## src/rtl/ram_port_arbiter.sv

```systemverilog
// Two-port arbiter in front of a single registered-read RAM. Sticky round-robin:
// the last granted port keeps the RAM until it stops requesting or has taken
// MAX_BURST consecutive grants while the other port was waiting.
module ram_port_arbiter #(
    parameter int unsigned ADDR      = 14,
    parameter int unsigned DATA      = 32,
    parameter int unsigned MAX_BURST = 16
) (
    input  logic            clk,
    input  logic            rst_n,
    // Port A
    input  logic            a_req,
    input  logic            a_we,
    input  logic [ADDR-1:0] a_addr,
    input  logic [DATA-1:0] a_wdata,
    output logic            a_gnt,
    output logic            a_rvalid,
    output logic [DATA-1:0] a_rdata,
    // Port B
    input  logic            b_req,
    input  logic            b_we,
    input  logic [ADDR-1:0] b_addr,
    input  logic [DATA-1:0] b_wdata,
    output logic            b_gnt,
    output logic            b_rvalid,
    output logic [DATA-1:0] b_rdata,
    // RAM side
    output logic            ram_wr_en,
    output logic            ram_rd_en,
    output logic [ADDR-1:0] ram_wr_addr,
    output logic [ADDR-1:0] ram_rd_addr,
    output logic [DATA-1:0] ram_wr_data,
    input  logic [DATA-1:0] ram_rd_data
);

    localparam int unsigned     CNTW   = $clog2(MAX_BURST + 1);
    localparam logic [CNTW-1:0] CntMax = CNTW'(MAX_BURST);

    typedef enum logic [0:0] {StOwnA, StOwnB} state_e;

    state_e          state_q, state_d;
    logic [CNTW-1:0] cnt_q, cnt_d;
    logic            rd_tag_a_q, rd_tag_b_q;
    logic            cap;
    logic            owner_gnt;

    // Owner has used up its burst allowance
    assign cap = (cnt_q >= CntMax);

    // Grant decision plus owner / burst-counter next state; all grants masked in reset
    always_comb begin
        a_gnt     = 1'b0;
        b_gnt     = 1'b0;
        owner_gnt = 1'b0;
        state_d   = state_q;
        cnt_d     = cnt_q;
        if (rst_n) begin
            unique case (state_q)
                StOwnA: begin
                    if (a_req && !(b_req && cap)) begin
                        a_gnt     = 1'b1;
                        owner_gnt = 1'b1;
                    end else if (b_req) begin
                        b_gnt = 1'b1;
                    end
                end
                StOwnB: begin
                    if (b_req && !(a_req && cap)) begin
                        b_gnt     = 1'b1;
                        owner_gnt = 1'b1;
                    end else if (a_req) begin
                        a_gnt = 1'b1;
                    end
                end
                default: ;
            endcase

            if (owner_gnt) begin
                cnt_d = cap ? cnt_q : cnt_q + CNTW'(1);
            end else if (a_gnt || b_gnt) begin
                state_d = a_gnt ? StOwnA : StOwnB;
                cnt_d   = CNTW'(1);
            end else begin
                cnt_d = '0;
            end
        end
    end

    // Owner, burst count and read-return tags
    always_ff @(posedge clk) begin
        if (!rst_n) begin
            state_q    <= StOwnA;
            cnt_q      <= '0;
            rd_tag_a_q <= 1'b0;
            rd_tag_b_q <= 1'b0;
        end else begin
            state_q    <= state_d;
            cnt_q      <= cnt_d;
            rd_tag_a_q <= a_gnt && !a_we;
            rd_tag_b_q <= b_gnt && !b_we;
        end
    end

    // Drive the granted port's operation straight onto the RAM this cycle
    always_comb begin
        ram_wr_en   = (a_gnt && a_we) || (b_gnt && b_we);
        ram_rd_en   = (a_gnt && !a_we) || (b_gnt && !b_we);
        ram_wr_addr = b_gnt ? b_addr : a_addr;
        ram_rd_addr = b_gnt ? b_addr : a_addr;
        ram_wr_data = b_gnt ? b_wdata : a_wdata;
    end

    // Read return: tag from last cycle steers rvalid; a read in flight across reset is dropped
    always_comb begin
        a_rvalid = rd_tag_a_q && rst_n;
        b_rvalid = rd_tag_b_q && rst_n;
        a_rdata  = ram_rd_data;
        b_rdata  = ram_rd_data;
    end

endmodule

```

## config.mk

```make
export PLATFORM = sky130hd
export DESIGN_NAME = ram_port_arbiter
export DESIGN_NICKNAME = d
export VERILOG_FILES = /design/src/rtl/ram_port_arbiter.sv
export SDC_FILE = /design/constraint.sdc
export NUM_CORES = 1
export LEC_CHECK = 0
export BUFFER_PORTS_ARGS = -buffer_cell sky130_fd_sc_hd__buf_2
export CORE_AREA = 2 2 102 104
export CTS_BUF_LIST = sky130_fd_sc_hd__clkbuf_2
export DETAILED_ROUTE_END_ITERATION = 10
export DIE_AREA = 0 0 104 106
export GPL_TIMING_DRIVEN = 0
export SLEW_MARGIN = 25
export SYNTH_ARGS = -nofsm -noshare
export SYNTH_HDL_FRONTEND = slang
export SYNTH_SLANG_ARGS = --single-unit
```

## constraint.sdc

```tcl
create_clock -name clk -period 3.6 [get_ports clk]
set_input_delay 1.08 -clock clk [delete_from_list [all_inputs] [get_ports clk]]
set_output_delay 1.08 -clock clk [all_outputs]
set_load 0.02 [all_outputs]
```

==> results.md, run 1 <==
### Outcome
- result of the run: finished, final reports clean

### Placed design
- pre-CTS worst setup slack: -0.0669 ns
- DPL Wire Length: 5210 um
- Final Wtd Congestion: 0.769
- total of buffers placed on input and output ports: 225
- placed standard-cell area: 3060 um^2
- placed cells: 549

### GRT
- leftover overflow at the end of global routing: 0
- global-route wire length before repair: 8290 um
- aggregate global-route resource usage: 8.87%
- vias in the first global route: 1795
- antenna violations before repair: 0
- maximum number of pins on one net before global-route repair: 11

### STA
- worst path setup slack after routing: 0.120 ns
- headroom to the max-slew limit: 72.3%
- final hold vios: 0
- shortest period the worst path allows: 3.48 ns
- max-slew violation count: 0
- part of the cycle the worst path needs: 96.7%
- final hold slack: 0.480 ns
- Max Clk Rate: 287 MHz
- RSZ-0062 raised after global routing: false
- pin slew with the least headroom to its limit: 0.416 ns
- worst clock skew: 0.0154 ns
- final number of setup-violating endpoints: 0

### Route
- routed length per placed instance: 10.2 um
- number of design rule violations left after detail routing: 0
- first-iteration detailed-routing DRC count: 45
- iteration count of the initial detailed-routing pass: 4
- Routed WL: 5660 um
- number of nets still failing antenna checks after routing: 0
- via count: 2026
- routed via count divided by cell count: 3.67

### CTS
- sinks on the clock net: 8
- # Post-CTS Setup Buffers: 0
- clock transition at the register clock pins on the worst setup and hold paths after CTS: 0.09 ns
- buffers from clock root to sink, at most: 2
- Clock Tree Root: sky130_fd_sc_hd__clkbuf_2
- clk_lat worst skew: 0.24 ns
- cts hold-fix bufs: 0
- number of buffers added by the clock tree synthesis step: 3
- TritonCTS clock tree: built
- number of H-tree branching levels: 1

### Die
- starting utilization of the core area: 17.6%
- vertical extent of the die: 106 um
- area of the placeable core: 10000 um^2
- x dimension of the die: 104 um
- number of top-level pins: 260
- number of rows in the core area: 37
- area of the die: 11000 um^2

### Power and ir drop
- final total power: 0.585 mW
- power density over the cells: 190 nW/um^2
- highest ir drop seen on vdd: 0.0988 mV
- reported leakage power: 1.75 nW

### Critical path
- highest fanout seen on the critical path: 10
- critical register-to-register path endpoint: cnt_q[1]
- number of cells on the worst reg-to-reg path: 4
- required time worst endpoint: 2.52 ns
- Setup crit start kind: primary input
- worst path arrival time: 2.40 ns
- r2r setup slk: 2.35 ns
- crit end category: output pin
- kind of critical path: in -> out
- Critical R2R Launch: state_q

### Synth
- syn_area_per_cell: 9.36 um^2
- number of flops mapped to enable cells by yosys: 0
- portion of the post-synthesis area used by sequential elements: 9.10%
- Syn Std Cell Area: 1760 um^2
- number of unique standard cell types used by synthesis: 29
- Async SR Flop Fraction: 0%
- post-synth top area share: 34.6%
- largest cells by area after synthesis: sky130_fd_sc_hd__buf_4 (35%), sky130_fd_sc_hd__mux2_2 (17%), sky130_fd_sc_hd__mux2_4 (17%)
- cell count after synthesis: 188
- synthesis-stage register bit count: 8
- library cell with the highest instance count after synthesis: sky130_fd_sc_hd__buf_4
- dominant register cell in the synthesized netlist: sky130_fd_sc_hd__dfxtp_1
- Yosys Warn Count: 0
- number of nets in the synthesized netlist: 320
- top cells by count, synth: sky130_fd_sc_hd__buf_4 (81), sky130_fd_sc_hd__mux2_2 (27), sky130_fd_sc_hd__mux2_4 (20), sky130_fd_sc_hd__dfxtp_1 (8)
- Synth area leader: sky130_fd_sc_hd__buf_4

### Run
- max_cap viols: 0

### Finish
- area taken by flip-flops and latches: 160 um^2
- post-route standard cell area excluding fillers: 3070 um^2
- footprint of the multi-input gates: 902 um^2
- final cell count without fillers: 552
- area growth from synthesis to layout: 74.6%
- Ant. Diodes: 0
- ratio of cells with drive above 1 in the final layout: 87.5%
- final layout net count: 550
- total of fill cells in the finished design: 1089

### Worst hold path
- cell depth of the worst min-delay path: 2
- Hold Path Origin: cnt_q[3]
- endpoint of the worst hold path: cnt_q[4]
- worst min-delay path class: reg -> reg

[how the worst max path moves through the flow]
stage               depth (start not counted)  slack (ns)  start               to
detailed placement                          7       -0.07  rst_n  ram_wr_addr[12]
finish                                      7        0.12  rst_n  ram_wr_addr[12]
floorplan                                   6        0.22  rst_n  ram_wr_addr[10]
CTS                                         7        0.08  rst_n  ram_wr_addr[12]
global placement                            7       -0.04  rst_n  ram_wr_addr[12]
global route                                7        0.04  rst_n  ram_wr_addr[12]
[power by group]
group / internal [mW] / switching [mW] / leakage (nW)
Clock: 0.0227 / 0.0305 / 0.0125
Sequential: 0.0918 / 0.00202 / 0.0653
Combinational: 0.219 / 0.219 / 1.67
Total: 0.334 / 0.251 / 1.75
[layout make-up]
cell class | count | share of cell area, %
flip-flops and latches | 8 | 5.21
well taps | 136 | 5.54
inverters | 4 | 0.489
clock buffers | 3 | 0.489
multi-input cells | 88 | 29.4
plain buffers | 88 | 22.2
repair buffers | 225 | 36.7
[layer usage]
metal	global-route usage, %	routed length, um
met1	10.1	2030
met2	17.6	3040
met4	0.579	0
met5	0	0
met3	1.78	579
[cell families (layout without fill, tap and decap cells)]
family	count (synthesis)	count (layout)	share of synthesized area, %
DFF	8	8	9.10
buffers and inverters	92	320	39.6
xor gates and xnor gates	4	4	3.06
muxes	49	49	35.5
and+or+nand+nor	17	17	5.12
AOI/OAI and AO/OA	16	16	6.19
adders and majority gates	2	2	1.42
[timing repair]
item / 4_1_cts / 5_1_grt
resized for setup: 1 / 0
endpoints found under the setup margin: 34 / 0
endpoints found under the hold margin: 0 / 0
[flip-flops by register name (all words and copies together) (netlist names)]
name and count:
rd_tag_b_q 1, cnt_q 5, rd_tag_a_q 1, state_q 1
[cells in the final DEF, fill, tap and decap left out, types with 3 or more instances in the layout]
master,netlist,final
sky130_fd_sc_hd__a21oi_1,5,5
sky130_fd_sc_hd__buf_2,0,225
sky130_fd_sc_hd__buf_4,81,81
sky130_fd_sc_hd__clkbuf_2,0,4
sky130_fd_sc_hd__dfxtp_1,8,8
sky130_fd_sc_hd__inv_1,4,4
sky130_fd_sc_hd__mux2_2,27,27
sky130_fd_sc_hd__mux2_4,20,20
sky130_fd_sc_hd__nand2_1,4,4
sky130_fd_sc_hd__nor2_1,3,3
sky130_fd_sc_hd__nor2b_1,5,5
sky130_fd_sc_hd__o21ai_0,3,3
[per-stage QoR]
stage | setup TNS, ns | util (%)
finish | 0 | 30.7
global route | 0 | 30.7
CTS | 0 | 30.7
detailed placement | -0.976 | 30.6
global placement | -0.283 | 30.6
floorplan | 0 | -
[worst max-delay path, stage by stage]
cell and delay (ns):
sky130_fd_sc_hd__clkbuf_2 0.17, sky130_fd_sc_hd__nand2_1 0.11, sky130_fd_sc_hd__a21oi_4 0.17, sky130_fd_sc_hd__buf_4 0.22, sky130_fd_sc_hd__mux2_2 0.38, sky130_fd_sc_hd__buf_4 0.13, sky130_fd_sc_hd__buf_2 0.15
(Power assumes the default switching activity.)
==> run 2: changes to the inputs <==
- ABC_AREA: not set -> 1
- CORE_AREA: 2 2 102 104 -> 2 2 101 103
- DIE_AREA: 0 0 104 106 -> 0 0 103 105
==> run 2 against run 1 <==
  * Setup slack improved by 0.12 ns
  * Utilization decreased by 0.24 points
  * Global-route usage increased by 1.5 points
  * Count of clock-buffer cells in the layout unchanged
  * Non-clock buffer count increased by 2
  * Die area decreased by 1.9%
  * First-iteration DRC count increased by 6.7%
  * Clock power decreased by 2%
  * Sequential power increased by 3.1%
  * Combinational power increased by 3%
  * Register-to-register slack improved by 0.13 ns
  * Largest cell class unchanged
==> results.md, run 2 <==
### Synth
- portion of the post-synthesis area used by sequential elements: 9.85%
- Syn Std Cell Area: 1630 um^2
- number of nets in the synthesized netlist: 427
- synthesis-stage register bit count: 8
- number of unique standard cell types used by synthesis: 16
- cell count after synthesis: 295
- largest cells by area after synthesis: sky130_fd_sc_hd__nand2_1 (37%), sky130_fd_sc_hd__buf_4 (36%), sky130_fd_sc_hd__dfxtp_1 (9.9%)
- number of flops mapped to enable cells by yosys: 0
- Yosys Warn Count: 0
- Async SR Flop Fraction: 0%
- Synth area leader: sky130_fd_sc_hd__nand2_1
- dominant register cell in the synthesized netlist: sky130_fd_sc_hd__dfxtp_1
- post-synth top area share: 37.0%
- top cells by count, synth: sky130_fd_sc_hd__nand2_1 (160), sky130_fd_sc_hd__buf_4 (79), sky130_fd_sc_hd__inv_1 (13), sky130_fd_sc_hd__dfxtp_1 (8)
- library cell with the highest instance count after synthesis: sky130_fd_sc_hd__nand2_1
- syn_area_per_cell: 5.51 um^2

### Critical path
- required time worst endpoint: 2.52 ns
- Setup crit start kind: primary input
- critical path's most frequent cell: sky130_fd_sc_hd__nand2_1
- crit end category: output pin
- slowest CP cell: sky130_fd_sc_hd__buf_2
- critical register-to-register path endpoint: rd_tag_b_q
- worst path buffer plus inverter count: 6
- number of cells on the worst reg-to-reg path: 5
- kind of critical path: in -> out
- worst path arrival time: 2.28 ns
- cells along the critical path: buf_2, nand2_1, inv_1, nand2_1, nand3_2, inv_2, buf_2, nand2_1, nand2_1, buf_4, buf_2
- Critical R2R Launch: cnt_q[4]
- highest fanout seen on the critical path: 10
- Crit path depth: 11
- dominant delay contributor by cell family on the critical path: buffers and inverters
- r2r setup slk: 2.48 ns
- largest stage delay on the critical path: 0.21 ns

### GRT
- routing layer with the top usage in global route: met2
- antenna violations before repair: 0
- fraction of met3 tracks used by global routing: 0.936%
- vias in the first global route: 2209
- maximum number of pins on one net before global-route repair: 11
- met2 routing resource usage after global routing: 21.1%
- aggregate global-route resource usage: 10.4%
- global-route wire length before repair: 9310 um
- met1 GRT Util: 11.5%
- leftover overflow at the end of global routing: 0

### CTS
- number of H-tree branching levels: 1
- number of buffers added by the clock tree synthesis step: 3
- # Post-CTS Setup Buffers: 0
- sinks on the clock net: 8
- clk_lat worst skew: 0.24 ns
- clock transition at the register clock pins on the worst setup and hold paths after CTS: 0.07 ns
- cts hold-fix bufs: 0
- buffers from clock root to sink, at most: 2
- TritonCTS clock tree: built
- post_cts resized: 0
- Clock Tree Root: sky130_fd_sc_hd__clkbuf_2

### Finish
- Ant. Diodes: 0
- area growth from synthesis to layout: 80.8%
- final layout net count: 658
- ratio of cells with drive above 1 in the final layout: 61.5%
- most common cell after layout, fill and taps aside: sky130_fd_sc_hd__buf_2
- flip-flop count of the largest register, all copies and words added: 5
- Most flops, register: cnt_q
- most frequent cells in the layout: sky130_fd_sc_hd__buf_2 (232), sky130_fd_sc_hd__nand2_1 (160), sky130_fd_sc_hd__buf_4 (79)

### Route
- first-iteration detailed-routing DRC count: 48
- Routed WL: 6680 um
- via count: 2440
- iteration count of the initial detailed-routing pass: 5
- number of nets still failing antenna checks after routing: 0
- number of design rule violations left after detail routing: 0
- routed via count divided by cell count: 3.71
- routed length per placed instance: 10.2 um

### Placed design
- pre-CTS worst setup slack: 0.205 ns
- Final Wtd Congestion: 0.737
- DPL Wire Length: 5990 um
- total of buffers placed on input and output ports: 226

### Worst hold path
- cell depth of the worst min-delay path: 2
- worst min-delay path class: reg -> reg
- Hold Path Origin: cnt_q[3]
- endpoint of the worst hold path: cnt_q[4]

### Die
- vertical extent of the die: 105 um
- number of rows in the core area: 36
- area of the die: 10800 um^2
- starting utilization of the core area: 16.9%
- number of top-level pins: 260
- x dimension of the die: 103 um
- area of the placeable core: 9640 um^2

### Power and ir drop
- reported leakage power: 1.98 nW
- Switching Power: 0.288 mW
- proportion of total power due to net switching: 48.0%
- portion of total power attributed to sequential cells: 16.1%
- clock group share of total power: 8.7%
- power density over the cells: 204 nW/um^2
- part of the total power dissipated in combinational logic: 75.2%
- highest ir drop seen on vdd: 0.0900 mV
- P_int: 0.312 mW

### STA
- worst path setup slack after routing: 0.240 ns
- max-slew violation count: 0
- pin slew with the least headroom to its limit: 0.209 ns
- RSZ-0062 raised after global routing: false
- headroom to the max-slew limit: 86.0%
- shortest period the worst path allows: 3.36 ns
- part of the cycle the worst path needs: 93.3%
- final number of setup-violating endpoints: 0
- worst clock skew: 0.00410 ns
- final hold vios: 0
- setup tns final: 0 ns
- Max Clk Rate: 298 MHz

### Outcome
- result of the run: finished, final reports clean

### Run
- max_cap viols: 0

==> run 2: kinds of logic (layout without fill, tap and decap cells) <==
group	after synthesis	in the layout	synth area share, %
simple gates	176	176	42.2
buf+inv	103	332	44.3
fa+ha+maj	2	2	1.54
compound gates	5	5	1.54
flops	8	8	9.85
xor+xnor	1	1	0.539
==> run 2: worst reg2reg max path, stage by stage, from the launching register on <==
cell,delay [ns]
sky130_fd_sc_hd__dfxtp_1,0.42
sky130_fd_sc_hd__nand2_1,0.09
sky130_fd_sc_hd__nand3_2,0.10
sky130_fd_sc_hd__nand3_2,0.13
sky130_fd_sc_hd__buf_2,0.22
sky130_fd_sc_hd__nor2_1,0.10
==> run 2: area by class of cell <==
cell class              count  area [um^2]
plain buffers              89          668
fillers                  1100         6700
repair buffers            226         1130
well taps                 133          166
inverters                  14         52.6
clock buffers               3         15.0
multi-input cells         184          744
flip-flops and latches      8          160
==> run 2: per-layer routing <==
metal	routed length [um]	up-vias	share of wire, %
met1	2530	1040	38
met5	0	-	0
met4	27	0	0.40
met2	3490	134	52
li1	-	1262	-
met3	623	4	9.3
==> run 2: power by group through the flow <==
stage,clock network [mW],registers [mW],logic (mW)
global route,0.0603,0.0972,0.488
global placement,0,0.0984,0.452
detailed placement,0,0.0989,0.455
CTS,0.0542,0.0968,0.457
finish,0.0519,0.0967,0.451
floorplan,0,0.0975,0.289
==> run 2: worst max-delay path by stage <==
stage	from	slack (ns)	to
after floorplan	rst_n	0.45	ram_wr_addr[10]
after global placement	b_req	0.23	ram_wr_data[12]
after detailed placement	b_req	0.20	ram_wr_data[14]
after CTS	a_req	0.20	ram_wr_data[14]
after global routing	a_req	0.11	ram_wr_data[12]
final	a_req	0.24	ram_wr_addr[6]
==> run 2: stage by stage <==
stage,util [%],hold WS [ns],cells,cell area (um^2),total power [mW]
floorplan,-,0.474,295,1630,0.386
detailed placement,30.3,0.497,654,2920,0.554
global route,30.5,0.540,657,2940,0.646
finish,30.5,0.513,657,2940,0.600
CTS,30.5,0.511,657,2940,0.608
global placement,30.3,0.490,654,2920,0.550
==> run 3: changes to the inputs <==
- ABC_AREA: 1 -> not set
- CELL_PAD_IN_SITES_DETAIL_PLACEMENT: not set -> 1
- CELL_PAD_IN_SITES_GLOBAL_PLACEMENT: not set -> 1
- CORE_AREA: 2 2 101 103 -> not set
- CORE_MARGIN: not set -> 2
- CORE_UTILIZATION: not set -> 18
- CTS_BUF_LIST: sky130_fd_sc_hd__clkbuf_2 -> not set
- DIE_AREA: 0 0 103 105 -> not set
- PLACE_DENSITY_LB_ADDON: not set -> 0.1
==> run 3 against run 2 <==
  * Largest power group unchanged
  * First-iteration DRC count is 73% lower
  * Via count decreased by 16%
  * Register-to-register slack worse by 0.11 ns
  * Total power increased by 8.5%
  * Clock skew up 0.00091 ns
  * Largest cell class unchanged
  * Critical path depth is 4 lower
  * Maximum frequency shrank 3.5%
  * Non-clock buffer count down 2
  * Utilization increased by 1.6 points
==> results.md, run 3 (synthesis gave the netlist of run 1 again) <==
### CTS
- Clock Tree Root: sky130_fd_sc_hd__clkbuf_8
- buffers from clock root to sink, at most: 2
- TritonCTS clock tree: built
- sinks on the clock net: 8
- cts hold-fix bufs: 0
- number of buffers added by the clock tree synthesis step: 3
- clk_lat worst skew: 0.23 ns
- clock transition at the register clock pins on the worst setup and hold paths after CTS: 0.04 ns
- number of H-tree branching levels: 1

### Die
- area of the die: 10600 um^2
- number of rows in the core area: 36
- number of top-level pins: 260
- area of the placeable core: 9640 um^2
- starting utilization of the core area: 18.3%
- x dimension of the die: 103 um
- vertical extent of the die: 103 um

### Critical path
- kind of critical path: in -> out
- largest stage delay on the critical path: 0.37 ns
- slowest CP cell: sky130_fd_sc_hd__mux2_2
- Critical R2R Launch: state_q
- crit end category: output pin
- highest fanout seen on the critical path: 10
- worst path buffer plus inverter count: 4
- cells along the critical path: clkbuf_2, nand2_1, a21oi_4, buf_4, mux2_2, buf_4, buf_2
- required time worst endpoint: 2.52 ns
- dominant delay contributor by cell family on the critical path: buffers and inverters
- startpoint of the most critical setup path: rst_n
- critical path's most frequent cell: sky130_fd_sc_hd__buf_4
- Setup crit start kind: primary input
- worst path arrival time: 2.40 ns

### STA
- final hold vios: 0
- RSZ-0062 raised after global routing: false
- part of the cycle the worst path needs: 96.7%
- setup tns final: 0 ns
- max-slew violation count: 0
- worst clock skew: 0.00501 ns
- final number of setup-violating endpoints: 0
- pin slew with the least headroom to its limit: 0.451 ns
- headroom to the max-slew limit: 69.9%
- shortest period the worst path allows: 3.48 ns
- worst path setup slack after routing: 0.120 ns
- Max Clk Rate: 287 MHz

### Finish
- most common cell after layout, fill and taps aside: sky130_fd_sc_hd__buf_2
- footprint of the multi-input gates: 902 um^2
- Ant. Diodes: 0
- Most flops, register: cnt_q
- area taken by flip-flops and latches: 160 um^2
- post-route standard cell area excluding fillers: 3090 um^2
- ratio of cells with drive above 1 in the final layout: 87.5%
- final layout net count: 550
- flip-flop count of the largest register, all copies and words added: 5
- total of fill cells in the finished design: 1234
- most frequent cells in the layout: sky130_fd_sc_hd__buf_2 (225), sky130_fd_sc_hd__buf_4 (81), sky130_fd_sc_hd__mux2_2 (27)
- final cell count without fillers: 549
- area growth from synthesis to layout: 75.9%

### Route
- number of design rule violations left after detail routing: 0
- via count: 2047
- iteration count of the initial detailed-routing pass: 4
- routed via count divided by cell count: 3.73
- number of nets still failing antenna checks after routing: 0
- routed length per placed instance: 13.9 um
- first-iteration detailed-routing DRC count: 13
- Routed WL: 7620 um

### Worst hold path
- Hold Path Origin: cnt_q[0]
- worst min-delay path class: reg -> reg

### Placed design
- placed standard-cell area: 3050 um^2
- DPL Wire Length: 6930 um
- placed cells: 546
- total of buffers placed on input and output ports: 225
- Final Wtd Congestion: 0.723
- pre-CTS worst setup slack: -0.0996 ns

### GRT
- aggregate global-route resource usage: 12.3%
- global-route wire length before repair: 10100 um
- leftover overflow at the end of global routing: 0
- maximum number of pins on one net before global-route repair: 11
- antenna violations before repair: 0
- vias in the first global route: 1945

### Power and ir drop
- reported leakage power: 1.76 nW
- highest ir drop seen on vdd: 0.101 mV
- power density over the cells: 210 nW/um^2

### Run
- max_cap viols: 0

### Outcome
- result of the run: finished, final reports clean

run 3: cell type report:
class                   instances  share of cell area, %
repair buffers                225                   36.4
multi-input cells              88                   29.2
plain buffers                  88                   22.1
well taps                     133                   5.38
flip-flops and latches          8                   5.18
clock buffers                   3                   1.33
inverters                       4                  0.485
run 3: repair_timing:
action                     4_1_cts  5_1_grt
resized for setup                1        0
setup endpoints to repair       34        0
setup buffers                    0        0
run 3: worst reg2reg max path, cell delays in order, from the launching register on:
cell                       delay, ns
sky130_fd_sc_hd__dfxtp_1        0.30
sky130_fd_sc_hd__buf_4          0.16
sky130_fd_sc_hd__mux2_2         0.36
sky130_fd_sc_hd__o211ai_1       0.19
sky130_fd_sc_hd__nor2_1         0.09
run 3: through the flow:
| step | hold slack (ns) | total power [mW] | utilization, % |
|---|---|---|---|
| 2_1_floorplan | 0.456 | 0.390 | - |
| 4_1_cts | 0.506 | 0.663 | 32.1 |
| 5_1_grt | 0.544 | 0.698 | 32.1 |
| 3_3_place_gp | 0.500 | 0.543 | 31.7 |
| 3_5_place_dp | 0.486 | 0.546 | 31.7 |
| 6_report | 0.498 | 0.651 | 32.1 |
run 3: path summary, 6_finish.rpt:
path	to	slack (ns)	depth (start not counted)
worst max-delay path	ram_wr_addr[5]	0.12	7
worst min-delay path	cnt_q[0]	0.50	1
worst max register to register	cnt_q[1]	2.37	4
worst min register to register	cnt_q[0]	0.50	1
run 3: report_power, final:
part           leakage (nW)  internal (mW)  total (mW)  switching (mW)
sequential           0.0653         0.0922      0.0943         0.00202
combinational          1.67          0.219       0.445           0.226
clock                0.0216         0.0728       0.112          0.0388
run 3: metal layers:
layer	vias up	routed length [um]	global-route usage [%]
met2	138	4220	24.6
li1	1002	-	-
met1	907	2520	13.0
met3	0	885	3.80
met4	0	0	0.911
met5	-	0	0
